**src/rtl/cvxif_mac_issue_if.sv**
```systemverilog
// Issue and result channels between the core's CV-X-IF port and the
// byte-dot-product issue controller.
interface cvxif_mac_issue_if #(
  parameter int unsigned ID_W = 3,
  parameter int unsigned RD_W = 5
);
  logic            issue_valid;
  logic            issue_ready;
  logic [ID_W-1:0] issue_id;
  logic [RD_W-1:0] issue_rd;
  logic [31:0]     issue_rs1;
  logic [31:0]     issue_rs2;

  logic            result_valid;
  logic            result_ready;
  logic [ID_W-1:0] result_id;
  logic [RD_W-1:0] result_rd;
  logic [31:0]     result_data;
  logic            result_we;

  modport master (
    output issue_valid, issue_id, issue_rd,
    output issue_rs1, issue_rs2, result_ready,
    input  issue_ready, result_valid, result_id,
    input  result_rd, result_data, result_we
  );

  modport slave (
    input  issue_valid, issue_id, issue_rd,
    input  issue_rs1, issue_rs2, result_ready,
    output issue_ready, result_valid, result_id,
    output result_rd, result_data, result_we
  );
endinterface

```
**src/rtl/cvxif_mac_issue.sv**
```systemverilog
// CV-X-IF issue controller for the byte dot-product MAC.
// Credits bound in-flight work so the non-stallable MAC always finds a slot.
module cvxif_mac_issue #(
  parameter int unsigned ID_W     = 3,
  parameter int unsigned RD_W     = 5,
  parameter int unsigned DEPTH    = 4,
  parameter int unsigned PIPE_LAT = 2
) (
  input  logic             clk_i,
  input  logic             rst_ni,
  cvxif_mac_issue_if.slave bus,
  output logic             mac_valid_o,
  output logic [31:0]      mac_operand_a_o,
  output logic [31:0]      mac_operand_b_o,
  input  logic             mac_result_valid_i,
  input  logic [31:0]      mac_result_i,
  output logic             busy_o,
  output logic             err_o
);

  localparam int unsigned AW = $clog2(DEPTH);
  localparam int unsigned PW = AW + 1;
  localparam int unsigned CW = $clog2(DEPTH + 1);
  localparam int unsigned TW = ID_W + RD_W;
  localparam int unsigned RW = TW + 32;

  if (PIPE_LAT < 1 || DEPTH < 2 || (DEPTH & (DEPTH - 1)) != 0) begin : g_bad_cfg
    $error("cvxif_mac_issue: DEPTH must be a power of two >= 2, PIPE_LAT >= 1");
  end

  logic [CW-1:0] cnt_q, cnt_d;
  logic          issue_fire;
  logic          res_fire;

  logic          mac_valid_q;
  logic [31:0]   op_a_q;
  logic [31:0]   op_b_q;
  logic          err_q, err_d;

  logic [TW-1:0] tag_mem_q [DEPTH];
  logic [PW-1:0] tag_wp_q, tag_rp_q;
  logic [TW-1:0] tag_head;
  logic          tag_empty;
  logic          tag_pop;

  logic [RW-1:0] res_mem_q [DEPTH];
  logic [PW-1:0] res_wp_q, res_rp_q;
  logic [RW-1:0] res_head;
  logic          res_empty;

  // Ready comes from the credit register alone, never from inputs.
  assign bus.issue_ready = (cnt_q < CW'(DEPTH));
  assign issue_fire      = bus.issue_valid & bus.issue_ready;
  assign res_fire        = bus.result_valid & bus.result_ready;

  always_comb begin
    cnt_d = cnt_q;
    unique case ({issue_fire, res_fire})
      2'b10:   cnt_d = cnt_q + 1'b1;
      2'b01:   cnt_d = cnt_q - 1'b1;
      default: cnt_d = cnt_q;
    endcase
  end

  assign tag_empty = (tag_wp_q == tag_rp_q);
  assign tag_head  = tag_mem_q[tag_rp_q[AW-1:0]];
  assign tag_pop   = mac_result_valid_i & ~tag_empty;

  // A result with no tag to pair with is dropped and flagged for good.
  assign err_d = err_q | (mac_result_valid_i & tag_empty);

  assign res_empty = (res_wp_q == res_rp_q);
  assign res_head  = res_mem_q[res_rp_q[AW-1:0]];

  always_ff @(posedge clk_i or negedge rst_ni) begin
    if (!rst_ni) begin
      cnt_q       <= '0;
      mac_valid_q <= 1'b0;
      op_a_q      <= '0;
      op_b_q      <= '0;
      err_q       <= 1'b0;
    end else begin
      cnt_q       <= cnt_d;
      mac_valid_q <= issue_fire;
      err_q       <= err_d;
      if (issue_fire) begin
        op_a_q <= bus.issue_rs1;
        op_b_q <= bus.issue_rs2;
      end
    end
  end

  always_ff @(posedge clk_i or negedge rst_ni) begin
    if (!rst_ni) begin
      tag_wp_q <= '0;
      tag_rp_q <= '0;
      for (int i = 0; i < int'(DEPTH); i++) begin
        tag_mem_q[i] <= '0;
      end
    end else begin
      if (issue_fire) begin
        tag_mem_q[tag_wp_q[AW-1:0]] <= {bus.issue_id, bus.issue_rd};
        tag_wp_q <= tag_wp_q + 1'b1;
      end
      if (tag_pop) begin
        tag_rp_q <= tag_rp_q + 1'b1;
      end
    end
  end

  always_ff @(posedge clk_i or negedge rst_ni) begin
    if (!rst_ni) begin
      res_wp_q <= '0;
      res_rp_q <= '0;
      for (int i = 0; i < int'(DEPTH); i++) begin
        res_mem_q[i] <= '0;
      end
    end else begin
      if (tag_pop) begin
        res_mem_q[res_wp_q[AW-1:0]] <= {tag_head, mac_result_i};
        res_wp_q <= res_wp_q + 1'b1;
      end
      if (res_fire) begin
        res_rp_q <= res_rp_q + 1'b1;
      end
    end
  end

  assign mac_valid_o     = mac_valid_q;
  assign mac_operand_a_o = op_a_q;
  assign mac_operand_b_o = op_b_q;

  assign bus.result_valid = ~res_empty;
  assign bus.result_we    = ~res_empty;
  assign bus.result_id    = res_head[RW-1 -: ID_W];
  assign bus.result_rd    = res_head[32 +: RD_W];
  assign bus.result_data  = res_head[31:0];

  assign busy_o = (cnt_q != '0);
  assign err_o  = err_q;

endmodule

```
**src/flat_wrapper.sv**
```systemverilog
// flat-port wrapper written by rule: the top's interface ports become plain ports
module cvxif_mac_issue_flat 
#(
  parameter int unsigned ID_W     = 3,
  parameter int unsigned RD_W     = 5,
  parameter int unsigned DEPTH    = 4,
  parameter int unsigned PIPE_LAT = 2
)
  (clk_i, rst_ni, mac_valid_o, mac_operand_a_o, mac_operand_b_o, mac_result_valid_i, mac_result_i, busy_o, err_o, bus_issue_valid, bus_issue_id, bus_issue_rd, bus_issue_rs1, bus_issue_rs2, bus_result_ready, bus_issue_ready, bus_result_valid, bus_result_id, bus_result_rd, bus_result_data, bus_result_we);
  cvxif_mac_issue_if #(.ID_W(ID_W), .RD_W(RD_W)) bus_i ();
  input  logic clk_i;
  input  logic rst_ni;
  output logic mac_valid_o;
  output logic [31:0] mac_operand_a_o;
  output logic [31:0] mac_operand_b_o;
  input  logic mac_result_valid_i;
  input  logic [31:0] mac_result_i;
  output logic busy_o;
  output logic err_o;
  input wire logic [$bits(bus_i.issue_valid)-1:0] bus_issue_valid;
  input wire logic [$bits(bus_i.issue_id)-1:0] bus_issue_id;
  input wire logic [$bits(bus_i.issue_rd)-1:0] bus_issue_rd;
  input wire logic [$bits(bus_i.issue_rs1)-1:0] bus_issue_rs1;
  input wire logic [$bits(bus_i.issue_rs2)-1:0] bus_issue_rs2;
  input wire logic [$bits(bus_i.result_ready)-1:0] bus_result_ready;
  output wire logic [$bits(bus_i.issue_ready)-1:0] bus_issue_ready;
  output wire logic [$bits(bus_i.result_valid)-1:0] bus_result_valid;
  output wire logic [$bits(bus_i.result_id)-1:0] bus_result_id;
  output wire logic [$bits(bus_i.result_rd)-1:0] bus_result_rd;
  output wire logic [$bits(bus_i.result_data)-1:0] bus_result_data;
  output wire logic [$bits(bus_i.result_we)-1:0] bus_result_we;
  assign bus_i.issue_valid = bus_issue_valid;
  assign bus_i.issue_id = bus_issue_id;
  assign bus_i.issue_rd = bus_issue_rd;
  assign bus_i.issue_rs1 = bus_issue_rs1;
  assign bus_i.issue_rs2 = bus_issue_rs2;
  assign bus_i.result_ready = bus_result_ready;
  assign bus_issue_ready = bus_i.issue_ready;
  assign bus_result_valid = bus_i.result_valid;
  assign bus_result_id = bus_i.result_id;
  assign bus_result_rd = bus_i.result_rd;
  assign bus_result_data = bus_i.result_data;
  assign bus_result_we = bus_i.result_we;
  cvxif_mac_issue #(.ID_W(ID_W), .RD_W(RD_W), .DEPTH(DEPTH), .PIPE_LAT(PIPE_LAT)) u_core (.clk_i(clk_i), .rst_ni(rst_ni), .bus(bus_i), .mac_valid_o(mac_valid_o), .mac_operand_a_o(mac_operand_a_o), .mac_operand_b_o(mac_operand_b_o), .mac_result_valid_i(mac_result_valid_i), .mac_result_i(mac_result_i), .busy_o(busy_o), .err_o(err_o));
endmodule
```
**config.mk**
```make
export PLATFORM = sky130hd
export DESIGN_NAME = cvxif_mac_issue_flat
export DESIGN_NICKNAME = d
export VERILOG_FILES = /design/src/rtl/cvxif_mac_issue_if.sv /design/src/rtl/cvxif_mac_issue.sv /design/src/flat_wrapper.sv
export SDC_FILE = /design/constraint.sdc
export NUM_CORES = 1
export LEC_CHECK = 0
export BUFFER_PORTS_ARGS = -buffer_cell sky130_fd_sc_hd__buf_2
export CORE_MARGIN = 2
export CORE_UTILIZATION = 56
export CTS_CLUSTER_DIAMETER = 200
export DETAILED_ROUTE_END_ITERATION = 16
export PLACE_DENSITY = 0.77
export REMOVE_ABC_BUFFERS = 1
export SLEW_MARGIN = 5
export SYNTH_ARGS = -nofsm -noshare
export SYNTH_HDL_FRONTEND = slang
export SYNTH_SLANG_ARGS = --single-unit
```
**constraint.sdc**
```tcl
create_clock -name clk_i -period 2.9 [get_ports clk_i]
set_input_delay 0.435 -clock clk_i [delete_from_list [all_inputs] [get_ports clk_i]]
set_output_delay 0.435 -clock clk_i [all_outputs]
set_load 0.02 [all_outputs]
```
==> impl_metrics.tcl <==
set metrics [dict create \
    status "finished, final reports clean" \
    worstPathMaxFanout 42 \
    synth_edf_count 0 \
    yosysSeqAreaShare_pct 55.4 \
    cp_cell_sequence "buf_4, mux4_2, buf_2" \
    layout_common_cells "dfrtp_1 (271), buf_2 (217), mux2_4 (159)" \
    clock-sinks 273 \
    hold-path-cell-count 2 \
    setup_tns_ns 0 \
    netlist_area_sq_mm 0.0123 \
    power_frac_clock_pct 19.5 \
    cp_top_family "buffers and inverters" \
    track_usage_pct 21.6 \
    worstMarginPinSlew_ns 0.647 \
    grt_pass1_wl_um 40900 \
    cts_buffer_depth 3 \
    numPortBuffers 218 \
    crit_arrival_ns 2.05 \
    critical_path_class "reg2out" \
    cts_tree "done" \
    async_flop_share_pct 100 \
    yosysWarnings 0 \
    syn_to_final_growth_pct 19.8 \
    wl_per_cell_um 20.1 \
    initial_core_util_pct 56.8 \
    clk_pin_slew_ns 0.06 \
    syn_inst 682 \
    root_buffer "clkbuf_16" \
    synth_ff_type "dfrtp_1" \
    drcViolationCount 0 \
    ios 219 \
    fin_cells 1215 \
    ys_top_cells_by_area "dfrtp_1 (55%), mux2_4 (19%), mux2_2 (9.1%)" \
    nets 1035 \
    critical_path.slowest_cell "buf_4" \
    gp_congestion 0.717 \
    hp-class "in2reg" \
    cpPeakStageDelay_ns 0.53 \
    syn_area_per_cell_sq_um 18.1 \
    grt_max_degree 84 \
    cp.buffers_inverters 2 \
    synth_top_area_share_pct 55.4 \
    antenna_found_initial 1 \
    ys_types 28 \
    p_int_uw 13200 \
    dp_hpwl_um 15500 \
    yosysTopAreaCell "dfrtp_1" \
    ant_nets 0 \
    fin_crit_sh_pct 85.8 \
    clk_latency_ns 0.54 \
    seqPwrFrac_pct 34.6 \
    fmax_mhz 402 \
    p_leak_uw 0.00684 \
    fp.coreArea_sq_mm 0.0217 \
    die_x_um 152 \
    dp.cells 1162 \
    p_total_uw 20000 \
    drtIter0Drc 216 \
    powerDensity_mw_per_mm2 1360 \
    rows 54 \
    start_kind "flip-flop" \
    p_comb_share_pct 45.9 \
    maxCapViolations 0 \
    ir_drop_mv 0.660 \
    wl_um 24400 \
    rsz0062_at_grt "no" \
    n_antenna_cell 0 \
    setup_viol_count_final 0 \
    htreeDepth 1 \
    final_cell_area_sq_mm 0.0148 \
    slew_viol_final 0 \
    placed_cell_area_sq_mm 0.0137 \
    final-hold-violation-count 0 \
    drive_above_1_share_pct 64.3 \
    skew_ns 0.0143 \
    die-area_sq_mm 0.0232 \
    dieHeight_um 152 \
    required_ns 2.47 \
    vias 6677 \
    slew_headroom_pct 56.9 \
    firstDrtPassIters 4 \
    layout_commonest_cell "dfrtp_1" \
    grt_pass1_vias 7582 \
    grt-ovfl-total 0 \
    cts-resized-gates 0 \
    cts_buffers 29 \
    switching_share_pct 34.2 \
    min_period_ns 2.49 \
    end_kind "output pin" \
    via_per_inst 5.50 \
    crit_cells 3 \
    synth-seq-cells 273 \
    r2r_cells 9 \
    p_sw_uw 6850 \
]
[path summary, 6_finish.rpt]
| check | startpoint | to | slack [ns] |
|---|---|---|---|
| min in group asynchronous | rst_ni | u_core.res_mem_q[132]$_DFFE_PN0P_ | 0.48 |
| worst max register to register | u_core.res_wp_q[0]$_DFFE_PN0P_ | u_core.cnt_q[2]$_DFFE_PN0P_ | 0.65 |
| worst min-delay path | bus_issue_rs1[0] | u_core.mac_operand_a_o[0]$_DFFE_PN0P_ | 0.13 |
| worst min register to register | u_core.cnt_q[0]$_DFFE_PN0P_ | u_core.cnt_q[0]$_DFFE_PN0P_ | 0.49 |
| worst max-delay path | u_core.res_rp_q[1]$_DFFE_PN0P_ | bus_result_id[0] | 0.41 |
| max in group asynchronous | rst_ni | u_core.tag_mem_q[10]$_DFFE_PN0P_ | 1.59 |
[cells by family after synthesis]
group | Yosys count | synth area share [%]
compound gates | 10 | 1.20
mux | 308 | 37.4
simple gates | 13 | 0.427
fa+ha+maj | 12 | 1.28
xor+xnor | 20 | 1.70
buf+inv | 46 | 2.58
flops | 273 | 55.4
[synthesized netlist by cell type (4+ instances only)]
| master | count |
|---|---|
| a31oi_4 | 4 |
| mux2_2 | 100 |
| inv_1 | 9 |
| clkbuf_1 | 6 |
| dfrtp_1 | 273 |
| ha_1 | 11 |
| xor2_1 | 8 |
| nand2_1 | 10 |
| xnor2_1 | 9 |
| buf_6 | 16 |
| mux4_2 | 48 |
| buf_2 | 11 |
| mux2_4 | 159 |
[per-stage QoR]
stage	worst slack, ns	hold WS [ns]	utilization [%]
final	0.411	0.128	68.0
after floorplan	-0.497	0.139	-
after global placement	0.750	0.461	63.3
after CTS	0.362	0.107	68.0
after global routing	0.335	0.111	68.0
after detailed placement	0.695	0.484	63.3
[layout make-up]
class | instances | area [sq um]
fill | 1450 | 6930
sequential | 273 | 6830
multi-input combinational | 363 | 5170
timing repair buffer | 237 | 1350
clock buffer | 41 | 831
tap | 280 | 350
clock inverter | 11 | 184
inverter | 10 | 37.5
[power by group through the flow]
stage	sequential (uW)	clock, uW	combinational, uW
floorplan	7440	0	6270
global placement	6870	0	9070
detailed placement	6920	0	9290
CTS	6930	3990	9330
global route	7180	4140	9820
finish	6930	3910	9190
[registers in the layout, indices dropped and copies added (netlist names)]
| signal | count |
|---|---|
| u_core.res_rp_q | 3 |
| u_core.res_wp_q | 3 |
| u_core.mac_operand_a_o | 32 |
| u_core.err_o | 1 |
| u_core.tag_rp_q | 3 |
| u_core.cnt_q | 3 |
| u_core.tag_mem_q | 32 |
| u_core.mac_valid_o | 1 |
| u_core.mac_operand_b_o | 32 |
| u_core.res_mem_q | 160 |
| u_core.tag_wp_q | 3 |
[what timing repair did]
| action | 4_1_cts | 5_1_grt |
|---|---|---|
| buffers inserted | 0 | 0 |
| hold buffers | 1 | 0 |
| hold endpoints to repair | 76 | 0 |
[metal layers]
layer,share of wire [%],global-route usage [%]
met1,44,29.6
met2,49,35.9
met3,6.1,4.98
met4,1.9,4.32
met5,0,0
[worst register-to-register path: stages, from the launching register on]
cell and delay, ns:
dfrtp_1 0.44, xor2_1 0.22, o31ai_1 0.50, inv_1 0.12, ha_1 0.25, inv_1 0.08, fa_1 0.18, xor2_1 0.14
nor2_1 0.06, xnor2_1 0.13
Power figures use the tool's default switching activity.
